==> config.mk <==
export PLATFORM = sky130hd
export DESIGN_NAME = counter_ctrl
export DESIGN_NICKNAME = d
export VERILOG_FILES = /design/src/rtl/counter_ctrl.sv
export SDC_FILE = /design/constraint.sdc
export NUM_CORES = 1
export LEC_CHECK = 0
export ABC_AREA = 1
export ABC_CLOCK_PERIOD_IN_PS = 1200
export BUFFER_PORTS_ARGS = -buffer_cell sky130_fd_sc_hd__buf_2
export CAP_MARGIN = 20
export CORE_UTILIZATION = 44
export CTS_CLUSTER_DIAMETER = 200
export CTS_CLUSTER_SIZE = 10
export DETAILED_ROUTE_END_ITERATION = 8
export HOLD_SLACK_MARGIN = 0.15
export PLACE_DENSITY = 0.86
export SETUP_SLACK_MARGIN = 0.3
export SLEW_MARGIN = 0
export SYNTH_ARGS = -nofsm -noshare
export SYNTH_HDL_FRONTEND = slang
export SYNTH_SLANG_ARGS = --single-unit
export TNS_END_PERCENT = 20
==> constraint.sdc <==
create_clock -name clk -period 1.2 [get_ports clk]
set_input_delay 0.24 -clock clk [delete_from_list [all_inputs] [get_ports clk]]
set_output_delay 0.24 -clock clk [all_outputs]
set_load 0.02 [all_outputs]
==> src/rtl/counter_ctrl.sv <==
// Control stage for an up counter: prescaled enable, start/stop/hold, one-shot stop at limit.
// Optional wrap pulse output when COUNTER_CTRL_WRAP_EN is defined.
module counter_ctrl #(
  parameter int CNT_W = 8,
  parameter int PRE_W = 8
) (
  input  logic             clk,
  input  logic             reset,
  input  logic             start,
  input  logic             stop,
  input  logic             clear,
  input  logic             oneshot,
  input  logic [PRE_W-1:0] prescale,
  input  logic [CNT_W-1:0] limit,
  input  logic [CNT_W-1:0] cnt_in,
  output logic             cnt_en,
  output logic             cnt_rst,
  output logic             busy,
  output logic             done,
`ifdef COUNTER_CTRL_WRAP_EN
  output logic             wrap,
`endif
  output logic [2:0]       dbg_state
);

  // Commands are level inputs with priority clear > stop > start; no handshake.
  typedef enum logic [2:0] {
    S_IDLE = 3'd0,
    S_ARM  = 3'd1,
    S_RUN  = 3'd2,
    S_HOLD = 3'd3,
    S_CLR  = 3'd4
  } state_t;

  state_t           r_state;
  state_t           w_next;
  logic [PRE_W-1:0] r_pre_cnt;
  logic [PRE_W-1:0] w_pre_next;
  logic             r_os_q;
  logic             w_os_next;
  logic             r_done;
  logic             w_done_next;
  logic             w_tick;
  logic             w_term;
  logic             w_cnt_en;
  logic             w_cnt_rst;
  logic             w_busy;

  always_ff @(posedge clk) begin
    if (reset) begin
      r_state   <= S_IDLE;
      r_pre_cnt <= '0;
      r_os_q    <= 1'b0;
      r_done    <= 1'b0;
    end else begin
      r_state   <= w_next;
      r_pre_cnt <= w_pre_next;
      r_os_q    <= w_os_next;
      r_done    <= w_done_next;
    end
  end

  always_comb begin
    w_next      = r_state;
    w_pre_next  = r_pre_cnt;
    w_os_next   = r_os_q;
    w_done_next = 1'b0;
    w_cnt_en    = 1'b0;
    w_cnt_rst   = 1'b0;
    w_busy      = 1'b0;
    w_tick      = (r_pre_cnt == '0);
    w_term      = r_os_q && (cnt_in == limit);
    case (r_state)
      S_IDLE: begin
        if (clear) begin
          w_next = S_CLR;
        end else if (start) begin
          w_next    = S_ARM;
          w_os_next = oneshot;
        end
      end
      S_ARM: begin
        w_cnt_rst  = 1'b1;
        w_busy     = 1'b1;
        w_pre_next = prescale;
        w_next     = clear ? S_CLR : S_RUN;
      end
      S_RUN: begin
        w_busy     = 1'b1;
        w_cnt_en   = w_tick && !w_term;
        // Every RUN cycle advances the prescaler, including the one that sees stop.
        w_pre_next = w_tick ? prescale : (r_pre_cnt - {{(PRE_W-1){1'b0}}, 1'b1});
        if (clear) begin
          w_next = S_CLR;
        end else if (w_term) begin
          w_next      = S_IDLE;
          w_done_next = 1'b1;
        end else if (stop) begin
          w_next = S_HOLD;
        end
      end
      S_HOLD: begin
        w_busy = 1'b1;
        if (clear) begin
          w_next = S_CLR;
        end else if (start) begin
          w_next = S_RUN;
        end
      end
      S_CLR: begin
        w_cnt_rst = 1'b1;
        w_next    = clear ? S_CLR : S_IDLE;
      end
      default: begin
        w_next = S_IDLE;
      end
    endcase
  end

  // Outputs are forced low while reset is asserted, before the state register has cleared.
  assign cnt_en    = w_cnt_en && !reset;
  assign cnt_rst   = w_cnt_rst && !reset;
  assign busy      = w_busy && !reset;
  assign done      = r_done && !reset;
  assign dbg_state = r_state;

`ifdef COUNTER_CTRL_WRAP_EN
  logic r_wrap;

  always_ff @(posedge clk) begin
    if (reset) begin
      r_wrap <= 1'b0;
    end else begin
      r_wrap <= w_cnt_en && (cnt_in == {CNT_W{1'b1}});
    end
  end

  assign wrap = r_wrap && !reset;
`endif

endmodule

# Yosys cells after proc, flatten, opt, wreduce, memory -nomap -nowiden
# Index checks and enable logic that the tools add are counted.
# word_totals
ff_bits	13
# classes
n_eq_ne	8
n_addsub	1
n_reduce_logical	16
bitwise_logic	2
muxes	16
# op_table
cell	count
2-to-1 mux 3 bit	9
case mux 8 bit (2 select lines)	1
case mux 3 bit (5 select lines)	1
== test 8 bit	1
logical NOT 8 bit	1
2-to-1 mux 8 bit	1
subtractor 8 x 1 -> 8 bit, second input constant	1
== test 3 x 2 -> 1 bit, second input constant	2
logical AND 1 bit	6
inequality test 3 bit, second input constant	2
AND reduction 3 bit	2
OR reduction 3 bit	2
2-to-1 mux 1 bit	4
inequality test 4 bit, second input constant	1
== test 3 x 1 -> 1 bit, second input constant	1
== test 3 bit, second input constant	1
logical NOT 3 bit	1
logical NOT 1 bit	2
NOT 1 bit	2
nonzero test 2 bit	1
OR reduction 2 bit	1

# Longest topological paths before layout
# logic_depth
ltp_word	6
depth_mapped	11

# Worst setup path after synthesis
# Ideal clock, no wire load.
# synth_timing
kind	register to output
from	reg r_state[1], in the netlist dbg_state[1]
to	out cnt_en
setup_slack_ns	-0.344
stages_incl_launch_ff	7
required_ns	0.960
arrival_time_ns	1.304
path_buffers	0
path_cell_list	dfxtp_1 -> inv_2 -> nor2_4 -> nand2_2 -> clkinv_2 -> nand2_1 -> nor3_1
# synth_via
elab_chain_cells	3
# synth_rtl
element	line_no	rtl
start: declaration	35	state_t r_state;
start signal: assignment	56	r_state <= w_next;
== test 3 x 2 -> 1 bit	73	case (r_state)
2-to-1 mux 1 bit	73	
logical AND 1 bit	121	assign cnt_en = w_cnt_en && !reset;
end: declaration	16	output logic cnt_en,
# Every way passes these cells.

# Final worst setup path
# Same ends and word-level chain as after synthesis.

==> flow_summary.ini <==
[route]
first_pass_iters = 4
wl_per_cell_um = 11.1
vias = 1289
vias_per_cell = 4.94
wl_um = 2910
drtIter0Drc = 34
drcViolationCount = 0
postRouteAntennaNets = 0

[setup_path]
cp-end-kind = output port
crit_arrival_ps = 1340
r2r_start = r_pre_cnt[2]$_SDFFE_PP0P_
startpoint_type = flop
worstReg2RegEnd = r_pre_cnt[3]$_SDFFE_PP0P_
critPathKind = reg2out
cp_max_fo = 3
reg2regPathDepth = 9
r2r_slack_ps = -280
worstPathRequired_ps = 960

[timing]
hold_viol = 0
worst_pin_slew_ps = 331
relSlewSlack = 0.779
finalMaxSlewViolations = 0
finalSetupViolCount = 14
tns_ps = -2900
setup_ws_ps = -380
max_freq_ghz = 0.633
final.period_utilization = 1.32
holdWs_ps = 240
fin_skew_ps = 3.60
rsz0062_at_grt = yes
fin_crit_ps = 1580

[synthesis]
yosys_register_bits = 13
ys_seq_area_frac = 0.254
syn_nets = 195
synth_area_leader_cell = dfxtp_1
synth.most_common_cell = nand2_1
synth_top_flop_cell = dfxtp_1
synthesis.area_mm2 = 0.00103
yosysTopAreaCellShare = 0.254
yosysUniqueCellTypes = 30
synth_area_per_cell_um2 = 6.29
syn_inst = 163
synth_edf_count = 0
ys.warnings.count = 0
synthArstFlopShare = 0
synthTopCellsByCount = nand2_1, inv_1, nor2_1
synthTopCellsByArea = dfxtp_1, nand2_1, inv_1, nor2_1, xor2_1

[global_route]
grt_max_degree = 14
grt_pass1_wl_um = 4680
antenna_found_initial = 0
grt_pass1_vias = 1141
grt-ovfl-total = 0
grt_usage = 0.244

[final_layout]
final_util = 0.753
regArea_um2 = 273
drive_above_1_share = 0.524
multi_input_area_um2 = 709
diodes = 0
area_delta_synth_final_pct = 62.4
final_nets = 266
nFillCells = 153
stdcell_area_mm2 = 0.00167

[min_path]
worst_hold_startpoint = prescale[2]
hold_depth = 3
hold_class = in2reg
holdPathEnd = r_pre_cnt[2]$_SDFFE_PP0P_

[floorplanning]
fp.dieH_um = 50.3
core.rowCount = 17
io_pins = 37
core_area_mm2 = 0.00221
start_util = 0.464
dieArea_mm2 = 0.00253
die_w_um = 50.3

[run_status]
status = finished, violations left
violations = negative setup slack

[pwr]
power_leakage_nw = 0.878
ir_drop_mv = 0.591
p_per_area_mw_per_mm2 = 880

[clocking]
clk_latency_ps = 280
clk_pin_slew_ps = 80
root_buffer = clkbuf_4
hold_buffers = 0
cts_tree = built
cts_buffer_depth = 2
htreeDepth = 1
cts_made_buffers = 3
clock_sinks = 13

[place]
routabilityCongestion = 0.788
numPortBuffers = 36
postPlaceCellArea_mm2 = 0.00145
dpl.hpwl_um = 1880
pre_cts_slack_ps = -306

[flow_run]
max-cap-violations = 0
-- report_power, final --
group | switching [mW] | internal [mW]
Combinational | 0.347 | 0.344
Clock | 0.154 | 0.129
Sequential | 0.0259 | 0.467
Total | 0.527 | 0.940
-- flip-flops by register name, summed over array words and instances (netlist names) --
name       cells
r_done         1
dbg_state      3
r_pre_cnt      8
r_os_q         1
-- cell type report --
type,count,area share
inverter,33,0.0818
tap,28,0.0210
sequential,13,0.164
clock buffer,4,0.0158
timing repair buffer,69,0.292
multi-input combinational,114,0.426
-- cell usage in the layout, fill, tap and decap left out, types with 3 or more instances in the layout --
| cell | count |
|---|---|
| a21oi_1 | 7 |
| a21oi_2 | 3 |
| buf_2 | 29 |
| buf_4 | 29 |
| buf_6 | 11 |
| clkbuf_4 | 3 |
| dfxtp_1 | 7 |
| dfxtp_2 | 4 |
| inv_1 | 20 |
| inv_2 | 10 |
| nand2_1 | 37 |
| nand2_2 | 4 |
| nand3_1 | 5 |
| nand3_2 | 4 |
| nor2_1 | 10 |
| nor2_2 | 4 |
| nor2_4 | 4 |
| nor3_1 | 3 |
| o21ai_0 | 4 |
| o21ai_1 | 5 |
| xor2_1 | 5 |
-- through the flow --
step                      power [mW]  instances
after floorplan                0.866        163
after global placement          1.06        247
after detailed placement        1.08        247
after CTS                       1.44        257
after global routing            1.56        261
final                           1.47        261
-- critical path, stage by stage (launching register included) --
cell and delay [ps]:
dfxtp_4 370, inv_4 40, nor2_4 90, nand2_2 90
inv_4 90, nand2_4 50, nor3_4 180, buf_6 140
-- kinds of logic (layout without fill, tap and decap cells) --
logic type	count (synthesis)	in the layout	share of synthesized area
AOI/OAI and AO/OA	24	24	0.138
xor gates and xnor gates	6	6	0.0512
adders and majority gates	2	2	0.0244
buffers and inverters	36	106	0.151
DFF	13	13	0.254
and+or+nand+nor	82	82	0.382
-- worst max path at each step --
| stage | from | end | slack [ps] | depth (start not counted) |
|---|---|---|---|---|
| final | dbg_state[1]$_SDFFE_PP0P_ | cnt_en | -380 | 7 |
| after global routing | dbg_state[1]$_SDFFE_PP0P_ | cnt_en | -430 | 7 |
| after CTS | r_os_q$_SDFFE_PP0P_ | cnt_en | -330 | 8 |
| after detailed placement | limit[5] | cnt_en | -310 | 9 |
| after global placement | limit[5] | cnt_en | -280 | 9 |
| after floorplan | limit[5] | cnt_en | -60 | 7 |
-- repair_timing --
action | 4_1_cts | 5_1_grt
gates cloned | 0 | 0
gates resized for setup | 31 | 10
setup buffers | 6 | 4
pin swaps | 9 | 3
setup endpoints to repair | 19 | 20
-- layer usage --
metal,share of wire,vias to the layer above,global-route usage
met2,0.55,43,0.469
li1,-,645,-
met4,0.013,0,0.102
met5,0,-,0
met1,0.40,596,0.269
met3,0.039,5,0.0212
Power figures use the tool's default switching activity.
